File: config.mk
export PLATFORM = sky130hd
export DESIGN_NAME = ppm8_rx_sequencer
export DESIGN_NICKNAME = d
export VERILOG_FILES = /design/src/rtl/ppm8_rx_sequencer.sv
export SDC_FILE = /design/constraint.sdc
export NUM_CORES = 1
export LEC_CHECK = 0
export BUFFER_PORTS_ARGS = -buffer_cell sky130_fd_sc_hd__buf_4
export CAP_MARGIN = 25
export CORE_UTILIZATION = 55
export CTS_CLUSTER_SIZE = 20
export DETAILED_ROUTE_END_ITERATION = 7
export PLACE_DENSITY = 0.8
export SLEW_MARGIN = 5
export SYNTH_ARGS = -nofsm -noshare
export SYNTH_HDL_FRONTEND = slang
export SYNTH_SLANG_ARGS = --single-unit
File: constraint.sdc
create_clock -name clk -period 2.1 [get_ports clk]
set_input_delay 0.105 -clock clk [delete_from_list [all_inputs] [get_ports clk]]
set_output_delay 0.105 -clock clk [all_outputs]
set_load 0.01 [all_outputs]
File: src/rtl/ppm8_rx_sequencer.sv
// 8-slot PPM receive sequencer: bins SPAD pulses per chip, hands each frame to the correlator, and registers the result.
// Optional statistics counters are built when PPM8_SEQ_STATS_EN is defined.
module ppm8_rx_sequencer #(
    parameter int CHIP_BITS   = 4,
    parameter int CHIP_CYCLES = 16
) (
    input  logic                   clk,
    input  logic                   rst,
    input  logic                   en,
    input  logic                   resync,
    input  logic                   spad_in,
    input  logic [CHIP_BITS-1:0]   cfg_threshold,
    output logic [8*CHIP_BITS-1:0] corr_chips,
    output logic                   corr_input_valid,
    output logic [CHIP_BITS-1:0]   corr_threshold,
    input  logic [2:0]             corr_symbol,
    input  logic [CHIP_BITS-1:0]   corr_peak,
    input  logic                   corr_threshold_unmet,
    output logic [2:0]             sym_data,
    output logic [CHIP_BITS-1:0]   sym_peak,
    output logic                   sym_erasure,
    output logic                   sym_valid,
    input  logic                   sym_ready,
`ifdef PPM8_SEQ_STATS_EN
    output logic [15:0]            stat_symbols,
    output logic [15:0]            stat_erasures,
`endif
    output logic                   overflow
);

    localparam int CYC_W = (CHIP_CYCLES > 2) ? $clog2(CHIP_CYCLES) : 1;
    localparam logic [CHIP_BITS-1:0] BIN_MAX = '1;
    localparam logic [CYC_W-1:0] CYC_LAST = CYC_W'(CHIP_CYCLES - 1);

    typedef enum logic {IDLE, ACQ} state_t;

    state_t               state_reg, state_next;
    logic [2:0]           chip_reg, chip_next;
    logic [CYC_W-1:0]     cyc_reg, cyc_next;
    logic [CHIP_BITS-1:0] bin_reg [8];
    logic [CHIP_BITS-1:0] bin_next [8];
    logic [CHIP_BITS-1:0] bin_sampled [8];
    logic [CHIP_BITS-1:0] hold_reg [8];
    logic [CHIP_BITS-1:0] hold_next [8];
    logic [CHIP_BITS-1:0] thr_reg, thr_next;
    logic                 eval_reg, eval_next;
    logic [2:0]           sym_data_reg, sym_data_next;
    logic [CHIP_BITS-1:0] sym_peak_reg, sym_peak_next;
    logic                 sym_erasure_reg, sym_erasure_next;
    logic                 sym_valid_reg, sym_valid_next;
    logic                 overflow_reg, overflow_next;
    logic                 sym_end;

    // Per-chip saturating increment for the current sample; only the active chip moves.
    for (genvar gi = 0; gi < 8; gi++) begin : g_bin
        assign bin_sampled[gi] = (spad_in && chip_reg == 3'(gi) && bin_reg[gi] != BIN_MAX)
                               ? bin_reg[gi] + CHIP_BITS'(1) : bin_reg[gi];
        assign corr_chips[gi*CHIP_BITS +: CHIP_BITS] = hold_reg[gi];
    end

    assign sym_end = (chip_reg == 3'd7) && (cyc_reg == CYC_LAST);

    always_comb begin
        state_next = state_reg;
        chip_next  = chip_reg;
        cyc_next   = cyc_reg;
        bin_next   = bin_reg;
        hold_next  = hold_reg;
        thr_next   = thr_reg;
        eval_next  = 1'b0;
        case (state_reg)
            IDLE: begin
                chip_next = '0;
                cyc_next  = '0;
                for (int k = 0; k < 8; k++) bin_next[k] = '0;
                if (en) state_next = ACQ;
            end
            ACQ: begin
                if (!en || sym_end || resync) begin
                    chip_next = '0;
                    cyc_next  = '0;
                    for (int k = 0; k < 8; k++) bin_next[k] = '0;
                    if (!en) begin
                        state_next = IDLE;
                    end else if (sym_end) begin
                        // Symbol end wins over resync so the completed frame is not lost.
                        hold_next = bin_sampled;
                        thr_next  = cfg_threshold;
                        eval_next = 1'b1;
                    end
                end else begin
                    bin_next = bin_sampled;
                    if (cyc_reg == CYC_LAST) begin
                        cyc_next  = '0;
                        chip_next = chip_reg + 3'd1;
                    end else begin
                        cyc_next = cyc_reg + CYC_W'(1);
                    end
                end
            end
            default: state_next = IDLE;
        endcase
    end

    always_comb begin
        sym_data_next    = sym_data_reg;
        sym_peak_next    = sym_peak_reg;
        sym_erasure_next = sym_erasure_reg;
        sym_valid_next   = sym_valid_reg;
        overflow_next    = overflow_reg;
        if (eval_reg) begin
            if (sym_valid_reg && !sym_ready) begin
                overflow_next = 1'b1;
            end else begin
                sym_data_next    = corr_symbol;
                sym_peak_next    = corr_peak;
                sym_erasure_next = corr_threshold_unmet;
                sym_valid_next   = 1'b1;
            end
        end else if (sym_valid_reg && sym_ready) begin
            sym_valid_next = 1'b0;
        end
    end

    always_ff @(posedge clk) begin
        if (rst) begin
            state_reg       <= IDLE;
            chip_reg        <= '0;
            cyc_reg         <= '0;
            for (int k = 0; k < 8; k++) begin
                bin_reg[k]  <= '0;
                hold_reg[k] <= '0;
            end
            thr_reg         <= '0;
            eval_reg        <= 1'b0;
            sym_data_reg    <= '0;
            sym_peak_reg    <= '0;
            sym_erasure_reg <= 1'b0;
            sym_valid_reg   <= 1'b0;
            overflow_reg    <= 1'b0;
        end else begin
            state_reg       <= state_next;
            chip_reg        <= chip_next;
            cyc_reg         <= cyc_next;
            bin_reg         <= bin_next;
            hold_reg        <= hold_next;
            thr_reg         <= thr_next;
            eval_reg        <= eval_next;
            sym_data_reg    <= sym_data_next;
            sym_peak_reg    <= sym_peak_next;
            sym_erasure_reg <= sym_erasure_next;
            sym_valid_reg   <= sym_valid_next;
            overflow_reg    <= overflow_next;
        end
    end

`ifdef PPM8_SEQ_STATS_EN
    logic [15:0] stat_symbols_reg, stat_erasures_reg;

    // Counts every correlator result, including ones dropped by backpressure.
    always_ff @(posedge clk) begin
        if (rst) begin
            stat_symbols_reg  <= '0;
            stat_erasures_reg <= '0;
        end else if (eval_reg) begin
            if (stat_symbols_reg != 16'hFFFF)
                stat_symbols_reg <= stat_symbols_reg + 16'd1;
            if (corr_threshold_unmet && stat_erasures_reg != 16'hFFFF)
                stat_erasures_reg <= stat_erasures_reg + 16'd1;
        end
    end

    assign stat_symbols  = stat_symbols_reg;
    assign stat_erasures = stat_erasures_reg;
`endif

    assign corr_input_valid = eval_reg;
    assign corr_threshold   = thr_reg;
    assign sym_data         = sym_data_reg;
    assign sym_peak         = sym_peak_reg;
    assign sym_erasure      = sym_erasure_reg;
    assign sym_valid        = sym_valid_reg;
    assign overflow         = overflow_reg;

endmodule

Yosys cells after proc, flatten, opt, wreduce, memory -nomap -nowiden:

Index checks and enable logic that the tools add are counted.
W data, S select, Z words.

* register bits after elaboration: 87
* bits in latches: 0
* memory bits (writable): 0
* bits in read-only memories: 0
* input bits: 18
* memories: 0

* $add $sub $neg: 10
* multipliers: 0
* div/mod/pow operators: 0
* $lt $le $gt $ge: 0
* equal/unequal tests: 18
* shift-type cells: 0
* mux-type cells: 23
* bitwise logic cells: 4
* reduce and logical (&&, ||, !) cells: 30

Operator list (count)
* $pmux W32 S2: 1
* $mux W4: 10
* $add A4 B1 Y4 const B: 9
* $mux W32: 1
* $ne A4 B4 Y1 const B: 8
* $logic_and A1 B1 Y1: 19
* $eq A3 B3 Y1 const B: 4
* $pmux W4 S2: 1
* $eq A3 B2 Y1 const B: 2
* $mux W1: 6
* $mux W3: 2
* $pmux W3 S2: 1
* $reduce_and A2 Y1: 3
* $eq A4 B4 Y1 const B: 1
* $not A1 Y1: 4
* $reduce_and A4 Y1: 1
* $reduce_or A4 Y1: 1
* $add A3 B1 Y3 const B: 1
* $eq A3 B1 Y1 const B: 1
* $logic_not A3 Y1: 1
* $ne A3 B1 Y1 const B: 1
* $logic_not A1 Y1: 2
* $logic_or A1 B1 Y1: 2
* $ne A2 B2 Y1 const B: 1
* 2 further kinds: 2

Longest topological paths before layout:

* depth in word-level cells: 6
* depth in mapped cells: 9

Least setup slack after synthesis:

OpenSTA, ideal clock, no wires.

* kind: reg-to-reg
* start: register chip_reg[0]
* end: register hold_reg (netlist bit corr_chips[18])
* library setup time: 116 ps
* data arrival time: 1687 ps
* slack: 297 ps
* stages on the path, launching flop included: 9
* path through: dfxtp_1 ha_1 ha_1 clkbuf_2 nand3_1 or2_1 buf_6 clkbuf_1 a31o_2

* word-level cells in the longest chain between the ends: 5

RTL lines
* from (decl): line 38 `logic [2:0] chip_reg, chip_next;`
* from (signal assigned): line 143 `chip_reg <= chip_next;`
* $eq A3 B3 Y1: line 61 `assign sym_end = (chip_reg == 3'd7) && (cyc_reg == CYC_LAST);`
* $logic_and A1 B1 Y1: line 61
* $logic_or A1 B1 Y1 (2 in a row): line 79 `if (!en || sym_end || resync) begin`
* $reduce_and A4 Y1 (no source line)
* to (signal assigned): line 146 `hold_reg <= hold_next;`
* to (decl): line 43 `logic [CHIP_BITS-1:0] hold_reg [8];`

Parallel ways exist; a longest one is shown, timed or not.
A chain may end at the register's enable or synchronous reset.

Worst setup path in the final report:

* start: register chip_reg[0]
* end: register hold_reg (netlist bit corr_chips[2])

The elaborated chain is that of the path after synthesis.

==> reports/qor.yml <==
grt_busiest_layer: "met2"
layout_commonest_cell: "dfxtp_1"
cts_tree: "built"
grt.total_usage_pct: 23.7
crit_type: "reg -> reg"
drc: 0
fin_cells: 520
avgSynthCellArea_um2: 9.62
antenna_found_initial: 0
drtAntennaViolNets: 0
clk_pin_slew_ps: 80
finClkSkew_ps: 10.7
fp.dieH_um: 81.9
yosysTopAreaCellShare_pct: 49.6
dp_slack_ps: 329
coreArea_um2: 6030
fmax_ghz: 0.569
post_cts_buffers: 0
cts_root_buffer: "clkbuf_8"
die_w_um: 81.9
grt_pass1_vias: 2676
async_flop_share_pct: 0
syn2layout_area_growth_pct: 24.9
wirelength_um: 7410
synth_top_area_cell: "dfxtp_1"
yosysWarnings: 0
power_mw: 2.90
synthCells: 365
rsz0062_at_grt: "no"
tightestPinTransition_ps: 515
cpPeakStageDelay_ps: 410
cts_inserted_buffers: 9
fillers: 431
gr-usage-met3_pct: 4.56
tns_ps: 0
rows: 28
fin_crit_sh_pct: 83.7
cpMostUsedCell: "ha_1"
synth_flop_cell: "dfxtp_1"
path_buf_inv: 1
routed-via-count: 2843
ys_seq_area_share_pct: 49.6
start_kind: "flop"
gp_congestion: 0.828
outcome: "complete, no violations"
hpwl_um: 5080
setup_viol: 0
worstPathArrival_ps: 2050
wl_per_cell_um: 14.2
grt_max_degree: 49
path_delay_family: "simple AND/OR/NAND/NOR gates"
drtIter0Drc: 121
grt_pass1_wl_um: 12000
grtUsageMet2_pct: 41.2
crit_fanout: 15
clkSinkCount: 87
ys_ff_latch: 87
slew_headroom_pct: 65.7
placed_cell_area_um2: 4070
layout-drive-gt1-share_pct: 22.5
synth_area_leaders: "dfxtp_1 50%, nor2_1 8.2%, a211oi_1 6.0%, mux2i_1 5.7%, ha_1 5.3%"
period_minus_slack_ps: 1760
vias_per_cell: 5.47
grtUsageMet1_pct: 28.4
synth-edff-count: 0
syn_area_um2: 3510
ioPinCount: 65
final_area_um2: 4380
dp_cells: 492
n_antenna_cell: 0
critPathCaptureType: "flop"
synth_fp_nets: 398
fin_ws_ps: 342
finalNetCount: 473
hold_viol_final: 0
peakVddDrop_mv: 0.493
cts.path.max_buffers: 2
power_density_nw_per_um2: 661
start_util_pct: 58.3
globalRouteOverflowTotal: 0
numPortBuffers: 64
leakagePower_nw: 1.75
cp.required_ps: 2400
crit_chain: "ha_1 > ha_1 > nand3_1 > or2_1 > buf_4 > nor3_1 > a31o_2"
layout_common_cells: "87 x dfxtp_1, 76 x nor2_1, 71 x buf_4, 28 x a211oi_1, 20 x mux2i_1"
synth_cell_types: 39
clock_latency_ps: 350
cp_slowest_cell: "dfxtp_1"
hp-class: "in -> reg"
firstDrtPassIters: 4
fp.dieArea_um2: 6710
htree_levels: 3
maxSlewViolCount: 0
cap_violations: 0
-- layout make-up --
| cell class | count | area, µm² | area share [%] |
|---|---|---|---|
| Clock buffer | 10 | 128 | 2.91 |
| Clock inverter | 6 | 68.8 | 1.57 |
| Inverter | 6 | 22.5 | 0.514 |
| Multi-Input combinational cell | 252 | 1660 | 37.8 |
| Sequential cell | 87 | 1740 | 39.7 |
| Tap cell | 75 | 93.8 | 2.14 |
| Timing Repair Buffer | 84 | 673 | 15.4 |
-- stage by stage --
stage                     hold slack (ps)  util [%]
after CTS                            8.42      72.8
after global routing                 16.1      72.8
after detailed placement              298      67.5
after global placement                288      67.5
after floorplan                       188         -
final                                16.6      72.8
-- power breakdown --
| group | switching, mW | internal [mW] | leakage, nW |
|---|---|---|---|
| Combinational | 0.0376 | 0.0419 | 0.965 |
| Sequential | 0.00114 | 1.65 | 0.701 |
| Clock | 0.613 | 0.554 | 0.0851 |
-- kinds of logic (layout without fill, tap and decap cells) --
family                   Yosys count  after routing  share of synthesized area, %
AO/OA/AOI/OAI                     55             55                          12.0
buffers and inverters             26            106                          3.42
multiplexers                      20             20                          5.70
XOR/XNOR                          20             20                          4.99
adder cells (fa/ha/maj)           15             15                          5.35
flip-flops                        87             87                          49.6
AND/OR/NAND/NOR                  142            142                          19.0
-- timing repair --
action                                  CTS  global route
gates resized for setup                   0             0
endpoints found under the setup margin    0             0
hold buffers                             12             0
endpoints found under the hold margin    12             0
-- routing by layer --
layer	routed length, µm	share of wire (%)
met1	3280	44
met2	3600	49
met3	438	5.9
met4	90	1.2
met5	0	0
-- Yosys cell counts, drive strengths merged (2+ instances only) --
cell type / n
xor2: 10
a31oi: 4
a211oi: 30
nor2b: 4
nor3b: 2
nand3b: 2
nand4b: 2
dfxtp: 87
clkbuf: 8
nor3: 7
mux2i: 20
a31o: 6
a311oi: 3
inv: 6
nand2: 12
ha: 15
or3: 2
and3: 4
a21oi: 10
nand3: 17
xnor2: 10
nor2: 77
buf: 12
nand4: 5
nand2b: 5
-- path summary, 6_finish.rpt --
kind         depth (start not counted)                        endpoint  slack [ps]                     start
max                                  7      corr_chips[2]$_SDFFE_PP0P_         340  chip_reg[0]$_SDFFE_PP0P_
min                                  3  corr_threshold[0]$_SDFFE_PP0P_          20          cfg_threshold[0]
max reg2reg                          7      corr_chips[2]$_SDFFE_PP0P_         340  chip_reg[0]$_SDFFE_PP0P_
min reg2reg                          1           cyc_reg[0]$_SDFF_PP0_         450     cyc_reg[0]$_SDFF_PP0_
-- worst register-to-register path: stages (launching register included) --
cell     delay (ps)
dfxtp_1         410
ha_1            200
ha_1            170
nand3_1         120
or2_1           270
buf_4           200
nor3_1          210
a31o_2          140
No activity file was read; power rests on OpenSTA's default activity.
